**config.mk**
```make
export PLATFORM = sky130hd
export DESIGN_NAME = r16_pipe_drain4_2
export DESIGN_NICKNAME = d
export VERILOG_FILES = /design/src/rtl/r16_pipe_drain4_2.sv
export SDC_FILE = /design/constraint.sdc
export NUM_CORES = 1
export LEC_CHECK = 0
export ABC_AREA = 1
export BUFFER_PORTS_ARGS = -buffer_cell sky130_fd_sc_hd__buf_2
export CORE_MARGIN = 8
export CORE_UTILIZATION = 55
export DETAILED_ROUTE_END_ITERATION = 8
export PLACE_DENSITY = 0.8
export SLEW_MARGIN = 20
export SYNTH_ARGS = -nofsm -noshare
export SYNTH_HDL_FRONTEND = slang
export SYNTH_SLANG_ARGS = --single-unit
export TNS_END_PERCENT = 5
```
**constraint.sdc**
```tcl
create_clock -name clk -period 13.4 [get_ports clk]
set_input_delay 3.35 -clock clk [delete_from_list [all_inputs] [get_ports clk]]
set_output_delay 3.35 -clock clk [all_outputs]
set_load 0.02 [all_outputs]
```
**src/rtl/r16_pipe_drain4_2.sv**
```systemverilog
// r16_pipe_drain4_2: applies the final radix-16 stage-4 correction R = Ac ? A0-N_D1 : A0 and buffers {R, D} in a FIFO with a valid/ready output and overflow reporting.
// Ports: clk, rst (async, active-high); in_valid/A0_in/Ac_in/N_in/D_in (non-stallable upstream bundle);
// out_valid/out_ready/R_out/D_out (downstream handshake); level (occupancy); ovf (sticky drop flag); ovf_clr (sync clear).
// Optional macro R16_DRAIN_OVF_CNT_EN adds ovf_cnt[15:0], a saturating count of dropped bundles.
module r16_pipe_drain4_2 #(
  parameter int P_WIDTH = 64,
  parameter int P_DEPTH = 4,
  parameter logic [P_WIDTH-1:0] P_ZERO = '0
) (
  input  logic                       clk,
  input  logic                       rst,
  input  logic                       in_valid,
  input  logic [P_WIDTH-1:0]         A0_in,
  input  logic                       Ac_in,
  input  logic [P_WIDTH-1:0]         N_in,
  input  logic [P_WIDTH-1:0]         D_in,
  output logic                       out_valid,
  input  logic                       out_ready,
  output logic [P_WIDTH-1:0]         R_out,
  output logic [P_WIDTH-1:0]         D_out,
  output logic [$clog2(P_DEPTH):0]   level,
  output logic                       ovf,
  input  logic                       ovf_clr
`ifdef R16_DRAIN_OVF_CNT_EN
  ,
  output logic [15:0]                ovf_cnt
`endif
);
  localparam int AW = $clog2(P_DEPTH);
  localparam int LW = AW + 1;
  localparam logic [LW-1:0] FULL = P_DEPTH[LW-1:0];
  logic [2*P_WIDTH-1:0] mem [P_DEPTH];
  logic [AW-1:0] rd_ptr, wr_ptr;
  logic [P_WIDTH-1:0] corr;
  logic pop, push, drop;
  // A full FIFO still accepts a bundle when the head leaves in the same cycle.
  always_comb begin
    corr = Ac_in ? A0_in - N_in : A0_in;
    out_valid = level != '0;
    pop = out_valid & out_ready;
    push = in_valid & ((level < FULL) | pop);
    drop = in_valid & ~push;
    R_out = out_valid ? mem[rd_ptr][2*P_WIDTH-1:P_WIDTH] : P_ZERO;
    D_out = out_valid ? mem[rd_ptr][P_WIDTH-1:0] : P_ZERO;
  end
  // Storage needs no reset: an empty FIFO masks the head to P_ZERO.
  always_ff @(posedge clk)
    if (push) mem[wr_ptr] <= {corr, D_in};
  always_ff @(posedge clk or posedge rst)
    if (rst) begin
      rd_ptr <= '0;
      wr_ptr <= '0;
      level <= '0;
      ovf <= 1'b0;
    end else begin
      rd_ptr <= pop ? rd_ptr + AW'(1) : rd_ptr;
      wr_ptr <= push ? wr_ptr + AW'(1) : wr_ptr;
      level <= level + LW'(push) - LW'(pop);
      ovf <= drop | (ovf & ~ovf_clr);
    end
`ifdef R16_DRAIN_OVF_CNT_EN
  // A drop coinciding with ovf_clr restarts the count at 1.
  always_ff @(posedge clk or posedge rst)
    if (rst) ovf_cnt <= '0;
    else ovf_cnt <= drop ? (ovf_clr ? 16'd1 : (&ovf_cnt ? ovf_cnt : ovf_cnt + 16'd1)) : (ovf_clr ? '0 : ovf_cnt);
`endif
endmodule
```
==> flow_metrics.env, run 1 <==
export IMPL_finalMaxSlewViolations=0
export IMPL_synth_top_area_share_pct=57.27
export IMPL_cts_made_buffers=49
export IMPL_die_w_um=236.9
export IMPL_yosysTopAreaCell="edfxtp_1"
export IMPL_fin_crit_sh_pct=54.75
export IMPL_vias=21420
export IMPL_rsz0062_at_grt="false"
export IMPL_min_path_type="register to register"
export IMPL_path_max_fanout=162
export IMPL_ios=331
export IMPL_max_vdd_ir_drop_v=0.0001431
export IMPL_wl_um=72220
export IMPL_avgSynthCellArea_um2=8.834
export IMPL_min_path_cells=2
export IMPL_place_hpwl_um=49730
export IMPL_ant_nets=0
export IMPL_cts_buffer_depth=3
export IMPL_period_needed_ns=7.336
export IMPL_globalplace_congestion=0.9905
export IMPL_post_cts_resized=0
export IMPL_rrSetupSlack_ns=9.22
export IMPL_syn_nets=3308
export IMPL_grt_util_all_layers_pct=24.74
export IMPL_r2r_end="mem[1][126]"
export IMPL_reg2regPathDepth=9
export IMPL_crit_path_end_kind="output port"
export IMPL_grt_pass1_wl_um=109500
export IMPL_required_ns=10.05
export IMPL_syn_inst=3039
export IMPL_finalNetCount=3592
export IMPL_holdPathEnd="ovf"
export IMPL_tightest_slew_ns=1.072
export IMPL_fmax_mhz=136.3
export IMPL_setup_viol=0
export IMPL_grt_start_max_net_pins=184
export IMPL_antenna_found_initial=5
export IMPL_yosysWarnings=0
export IMPL_startpoint_type="register"
export IMPL_outcome="finished clean"
export IMPL_p_leak_nw=13.16
export IMPL_rows=81
export IMPL_hold_viol=0
export IMPL_wl_per_cell_um=18.13
export IMPL_route_detailed_drc=0
export IMPL_min_delay_start="ovf"
export IMPL_start_util_pct=55.30
export IMPL_powerDensity_nw_per_um2=199.1
export IMPL_place_area_um2=29000
export IMPL_r2r_start="level[2]"
export IMPL_overflow=0
export IMPL_postCtsSetupRepairBufs=0
export IMPL_cts_tree="built"
export IMPL_dieArea_um2=56140
export IMPL_timing_hold_ws_ns=0.5529
export IMPL_worst_slack_ns=6.064
export IMPL_drive_gt1_share_pct=14.16
export IMPL_maxCapViolCount=0
export IMPL_cts_num_sinks=520
export IMPL_finClkSkew_ns=0.01482
export IMPL_ys_seq_elements=520
export IMPL_die_h_um=236.9
export IMPL_worstSkewPairLatency_ns=0.57
export IMPL_synth_distinct_cells=32
export IMPL_synth_area_leaders="edfxtp_1, nand2_1, nor2_1"
export IMPL_path_clk_slew_ns=0.06
export IMPL_final_cell_area_um2=30440
export IMPL_viasPerCell=5.375
export IMPL_ctsHoldBuffers=0
export IMPL_cts_root_buffer="clkbuf_16"
export IMPL_drtPass1Iterations=6
export IMPL_port_buffers=330
export IMPL_cp_arrival_ns=3.99
export IMPL_syn2layout_area_growth_pct=13.39
export IMPL_crit_type="register to output port"
export IMPL_relSlewSlack_pct=28.56
export IMPL_yosysSeqAreaShare_pct=58.02
export IMPL_cts_htree_levels=2
export IMPL_post_place_ws_ns=6.733
export IMPL_grt_pass1_vias=20380
export IMPL_netlist_area_um2=26850
export IMPL_drt_iter0_markers=1999
export IMPL_coreArea_um2=48550
export IMPL_tns_ns=0
## worst max-delay path: stages, from the launching register on
cell and delay [ns]:
dfrtp_4 0.80, inv_6 0.84, buf_4 0.82, o21ai_0 0.21, a21oi_1 0.31, buf_2 0.23
## cell type report
type | count | area (um2)
Tap cell | 622 | 778.2
Antenna cell | 7 | 17.52
Inverter | 392 | 1479
Timing Repair Buffer | 346 | 1784
Fill cell | 4056 | 18100
Sequential cell | 520 | 15580
Multi-Input combinational cell | 2014 | 9371
Clock inverter | 14 | 106.4
Clock buffer | 69 | 1323
## cells in the mapped netlist
cell      number
nor2_1       615
nand3_1       77
o21ai_1       15
clkinv_1       3
nor4_1         1
buf_2         31
xor2_1         4
nor3_4         3
o21bai_1       2
nand4_1       11
and2_1         1
nor4_2         1
nand3_2        5
a21oi_1      173
fa_1           2
buf_1          6
o21ai_0      278
nand2_2       22
clkbuf_1      76
edfxtp_1     512
nand2_1      664
nor2_2        18
inv_2          9
nor3_1        10
nor3_2         3
nand2_4        1
xnor2_1       30
inv_1        380
nand3b_1       8
a21boi_1       1
dfrtp_1        8
ha_1          69
## worst max path at each step
| stage | cells past startpoint | end | from | slack [ns] |
|---|---|---|---|---|
| floorplan | 4 | mem[0][0] | out_ready | 3.78 |
| global placement | 7 | mem[1][116] | out_ready | 6.74 |
| detailed placement | 5 | R_out[38] | rd_ptr[0] | 6.73 |
| CTS | 5 | R_out[38] | rd_ptr[0] | 6.11 |
| global route | 5 | R_out[38] | rd_ptr[0] | 5.90 |
| finish | 5 | R_out[48] | rd_ptr[0] | 6.06 |
## flip-flops by register name, summed over array words and instances, names as in the netlist
register,cells
mem,512
rd_ptr,2
ovf,1
wr_ptr,2
level,3
## logic make-up after synthesis
| group | count (synthesis) | synth area share (%) |
|---|---|---|
| AOI/OAI and AO/OA | 469 | 8.771 |
| xor gates and xnor gates | 34 | 1.109 |
| DFF | 520 | 58.02 |
| adders and majority gates | 71 | 3.365 |
| buffers and inverters | 505 | 7.205 |
| and+or+nand+nor | 1440 | 21.53 |
## power by group
group	total [W]	internal, W	leakage [nW]	switching [W]
Sequential	0.00226	0.00213	4.78	0.000130
Combinational	0.00255	0.000727	7.69	0.00182
Clock	0.00126	0.000704	0.694	0.000553
## layer usage
metal  vias to the layer above  track usage [%]  part of all wire (%)
met5                         -                0                     0
met4                         0            9.661                   3.7
met3                       147            2.720                   7.1
met2                       844            42.18                    49
met1                      9956            32.23                    41
li1                      10470                -                     -
## placed cells by master (no fill, tap or decap), types with 5 or more instances in the layout
| cell type | n |
|---|---|
| clkbuf_16 | 50 |
| dfrtp_1 | 6 |
| nand2_2 | 22 |
| ha_1 | 69 |
| o21ai_1 | 15 |
| nor2_1 | 611 |
| nand2_1 | 664 |
| buf_4 | 15 |
| diode_2 | 7 |
| inv_2 | 9 |
| o21ai_0 | 278 |
| inv_1 | 379 |
| nand3_2 | 5 |
| clkinv_1 | 8 |
| nand3b_1 | 8 |
| clkbuf_1 | 19 |
| buf_2 | 330 |
| edfxtp_1 | 512 |
| a21oi_1 | 173 |
| nor3_1 | 9 |
| nor2_2 | 18 |
| nand4_1 | 11 |
| nand3_1 | 77 |
| xnor2_1 | 30 |
## metrics by stage
step	instances	power (W)	utilization (%)
2_1_floorplan	3039	0.003989	-
3_3_place_gp	3894	0.004785	59.73
3_5_place_dp	3894	0.004832	59.73
4_1_cts	3977	0.006087	62.67
5_1_grt	3982	0.006388	62.70
6_report	3984	0.006062	62.71
Power figures use the tool's default switching activity.
==> run 2: changes to the inputs <==
Clock period 13.4 ns to 7.2 ns, I/O delays scaled along.
==> run 2 against run 1 <==
Net effect:
- hold slack lost 0.025 ns
- clock power grew 120%
- die area is the same
- combinational power grew 87%
- sequential share of layout area shrank 0.60 points
- critical path type unchanged
- clock skew shrank 0.0040 ns
- critical path depth grew 1
- non-clock buffer count grew 1
- cell area grew 1.2%
- via count grew 0.58%
- register-to-register slack lost 5.4 ns
==> flow_metrics.env, run 2 (synthesis gave the netlist of run 1 again) <==
export IMPL_cp_arrival_ns=3.47
export IMPL_ant_nets=0
export IMPL_vias=21540
export IMPL_cts_tree="built"
export IMPL_globalplace_congestion=0.9649
export IMPL_tightest_slew_ns=1.165
export IMPL_rsz0062_at_grt="false"
export IMPL_place_area_um2=29050
export IMPL_final_cell_area_um2=30800
export IMPL_rrSetupSlack_ns=3.86
export IMPL_postCtsSetupRepairBufs=0
export IMPL_rows=81
export IMPL_die_w_um=236.9
export IMPL_finalMaxSlewViolations=0
export IMPL_ios=331
export IMPL_required_ns=5.40
export IMPL_drive_gt1_share_pct=14.67
export IMPL_port_buffers=330
export IMPL_finalNetCount=3595
export IMPL_grt_pass1_wl_um=112600
export IMPL_maxCapViolCount=0
export IMPL_dieArea_um2=56140
export IMPL_fmax_mhz=189.8
export IMPL_r2r_end="mem[2][112]"
export IMPL_place_hpwl_um=50770
export IMPL_worstSkewPairLatency_ns=0.57
export IMPL_powerDensity_nw_per_um2=379.5
export IMPL_viasPerCell=5.391
export IMPL_cts_root_buffer="clkbuf_16"
export IMPL_hold_viol=0
export IMPL_antenna_found_initial=6
export IMPL_final_common_cell="nand2_1"
export IMPL_setup_viol=0
export IMPL_timing_hold_ws_ns=0.5277
export IMPL_top_register="mem"
export IMPL_startpoint_type="register"
export IMPL_cts_buffer_depth=3
export IMPL_die_h_um=236.9
export IMPL_worst_slack_ns=1.932
export IMPL_cp_startpoint="rd_ptr[1]"
export IMPL_min_path_type="register to register"
export IMPL_period_needed_ns=5.268
export IMPL_wl_per_cell_um=18.39
export IMPL_post_cts_resized=0
export IMPL_fillers=3918
export IMPL_max_vdd_ir_drop_v=0.0004269
export IMPL_ctsHoldBuffers=0
export IMPL_finClkSkew_ns=0.01079
export IMPL_coreArea_um2=48550
export IMPL_drt_iter0_markers=1963
export IMPL_crit_end="R_out[25]"
export IMPL_fin_crit_sh_pct=73.16
export IMPL_outcome="finished clean"
export IMPL_start_util_pct=55.30
export IMPL_wl_um=73450
export IMPL_path_clk_slew_ns=0.06
export IMPL_cts_htree_levels=2
export IMPL_top_regs="mem (512), level (3)"
export IMPL_relSlewSlack_pct=22.33
export IMPL_grt_pass1_vias=20990
export IMPL_grt_start_max_net_pins=207
export IMPL_layout_common_cells="nand2_1, nor2_1, edfxtp_1"
export IMPL_largest_reg_flops=512
export IMPL_p_leak_nw=13.31
export IMPL_grt_util_all_layers_pct=25.38
export IMPL_cts_made_buffers=51
export IMPL_syn2layout_area_growth_pct=14.74
export IMPL_route_detailed_drc=0
export IMPL_crit_path_end_kind="output port"
export IMPL_drtPass1Iterations=5
export IMPL_path_max_fanout=70
export IMPL_r2r_start="level[1]"
export IMPL_reg2regPathDepth=8
export IMPL_post_place_ws_ns=2.607
export IMPL_cts_num_sinks=520
export IMPL_crit_type="register to output port"
export IMPL_overflow=0
-- run 2: changes by cell type in the layout (fill, tap and decap cells not counted), moves of 2 or more --
cell        change
clkbuf_1        -9
buf_4           -3
clkinv_4        +2
clkinvlp_4      +6
clkinv_2        +2
buf_12          +4
clkinv_1        +2
bufinv_16       +8
-- run 2: critical path, stage by stage, from the launching register on --
cell,delay (ns)
dfrtp_4,1.04
inv_4,0.55
buf_4,0.43
nor2_1,0.14
o21ai_0,0.08
a21oi_1,0.32
buf_2,0.24
-- run 2: layer usage --
metal,vias to the layer above,GRT usage [%],wire length (um)
met4,0,12.02,3293
li1,10470,-,-
met3,179,3.150,4921
met1,10010,32.74,30100
met2,884,42.40,35140
met5,-,0,0
-- run 2: per-stage QoR --
stage	cells	util (%)	total power, W	setup TNS, ns
2_1_floorplan	3039	-	0.007424	-444.95
3_3_place_gp	3895	59.85	0.008925	0
3_5_place_dp	3895	59.85	0.009007	0
4_1_cts	3989	63.42	0.01175	0
5_1_grt	3995	63.45	0.01231	0
6_report	3995	63.45	0.01169	0
-- run 2: layout make-up --
| cell class | instances | area [um2] | area share, % |
|---|---|---|---|
| flip-flops and latches | 520 | 15580 | 50.59 |
| multi-input cells | 2014 | 9371 | 30.42 |
| repair buffers | 347 | 1842 | 5.979 |
| inverters | 392 | 1479 | 4.801 |
| clock buffers | 61 | 1314 | 4.265 |
| well taps | 622 | 778.2 | 2.527 |
| clock inverters | 33 | 421.7 | 1.369 |
| diodes | 6 | 15.01 | 0.04874 |
-- run 2: how the worst min path moves through the flow --
stage / start / endpoint / slack (ns) / cells after the start
final: ovf / ovf / 0.53 / 2
after global routing: level[0] / level[0] / 0.58 / 1
after CTS: ovf / ovf / 0.54 / 2
after detailed placement: ovf / ovf / 0.52 / 2
after global placement: ovf / ovf / 0.53 / 2
after floorplan: wr_ptr[1] / wr_ptr[1] / 0.56 / 2
-- run 2: where the power goes --
part           total (W)  internal (W)  switching (W)
Combinational    0.00477       0.00138        0.00339
Clock            0.00273       0.00163        0.00110
Sequential       0.00419       0.00395       0.000238
Total             0.0117       0.00696        0.00473
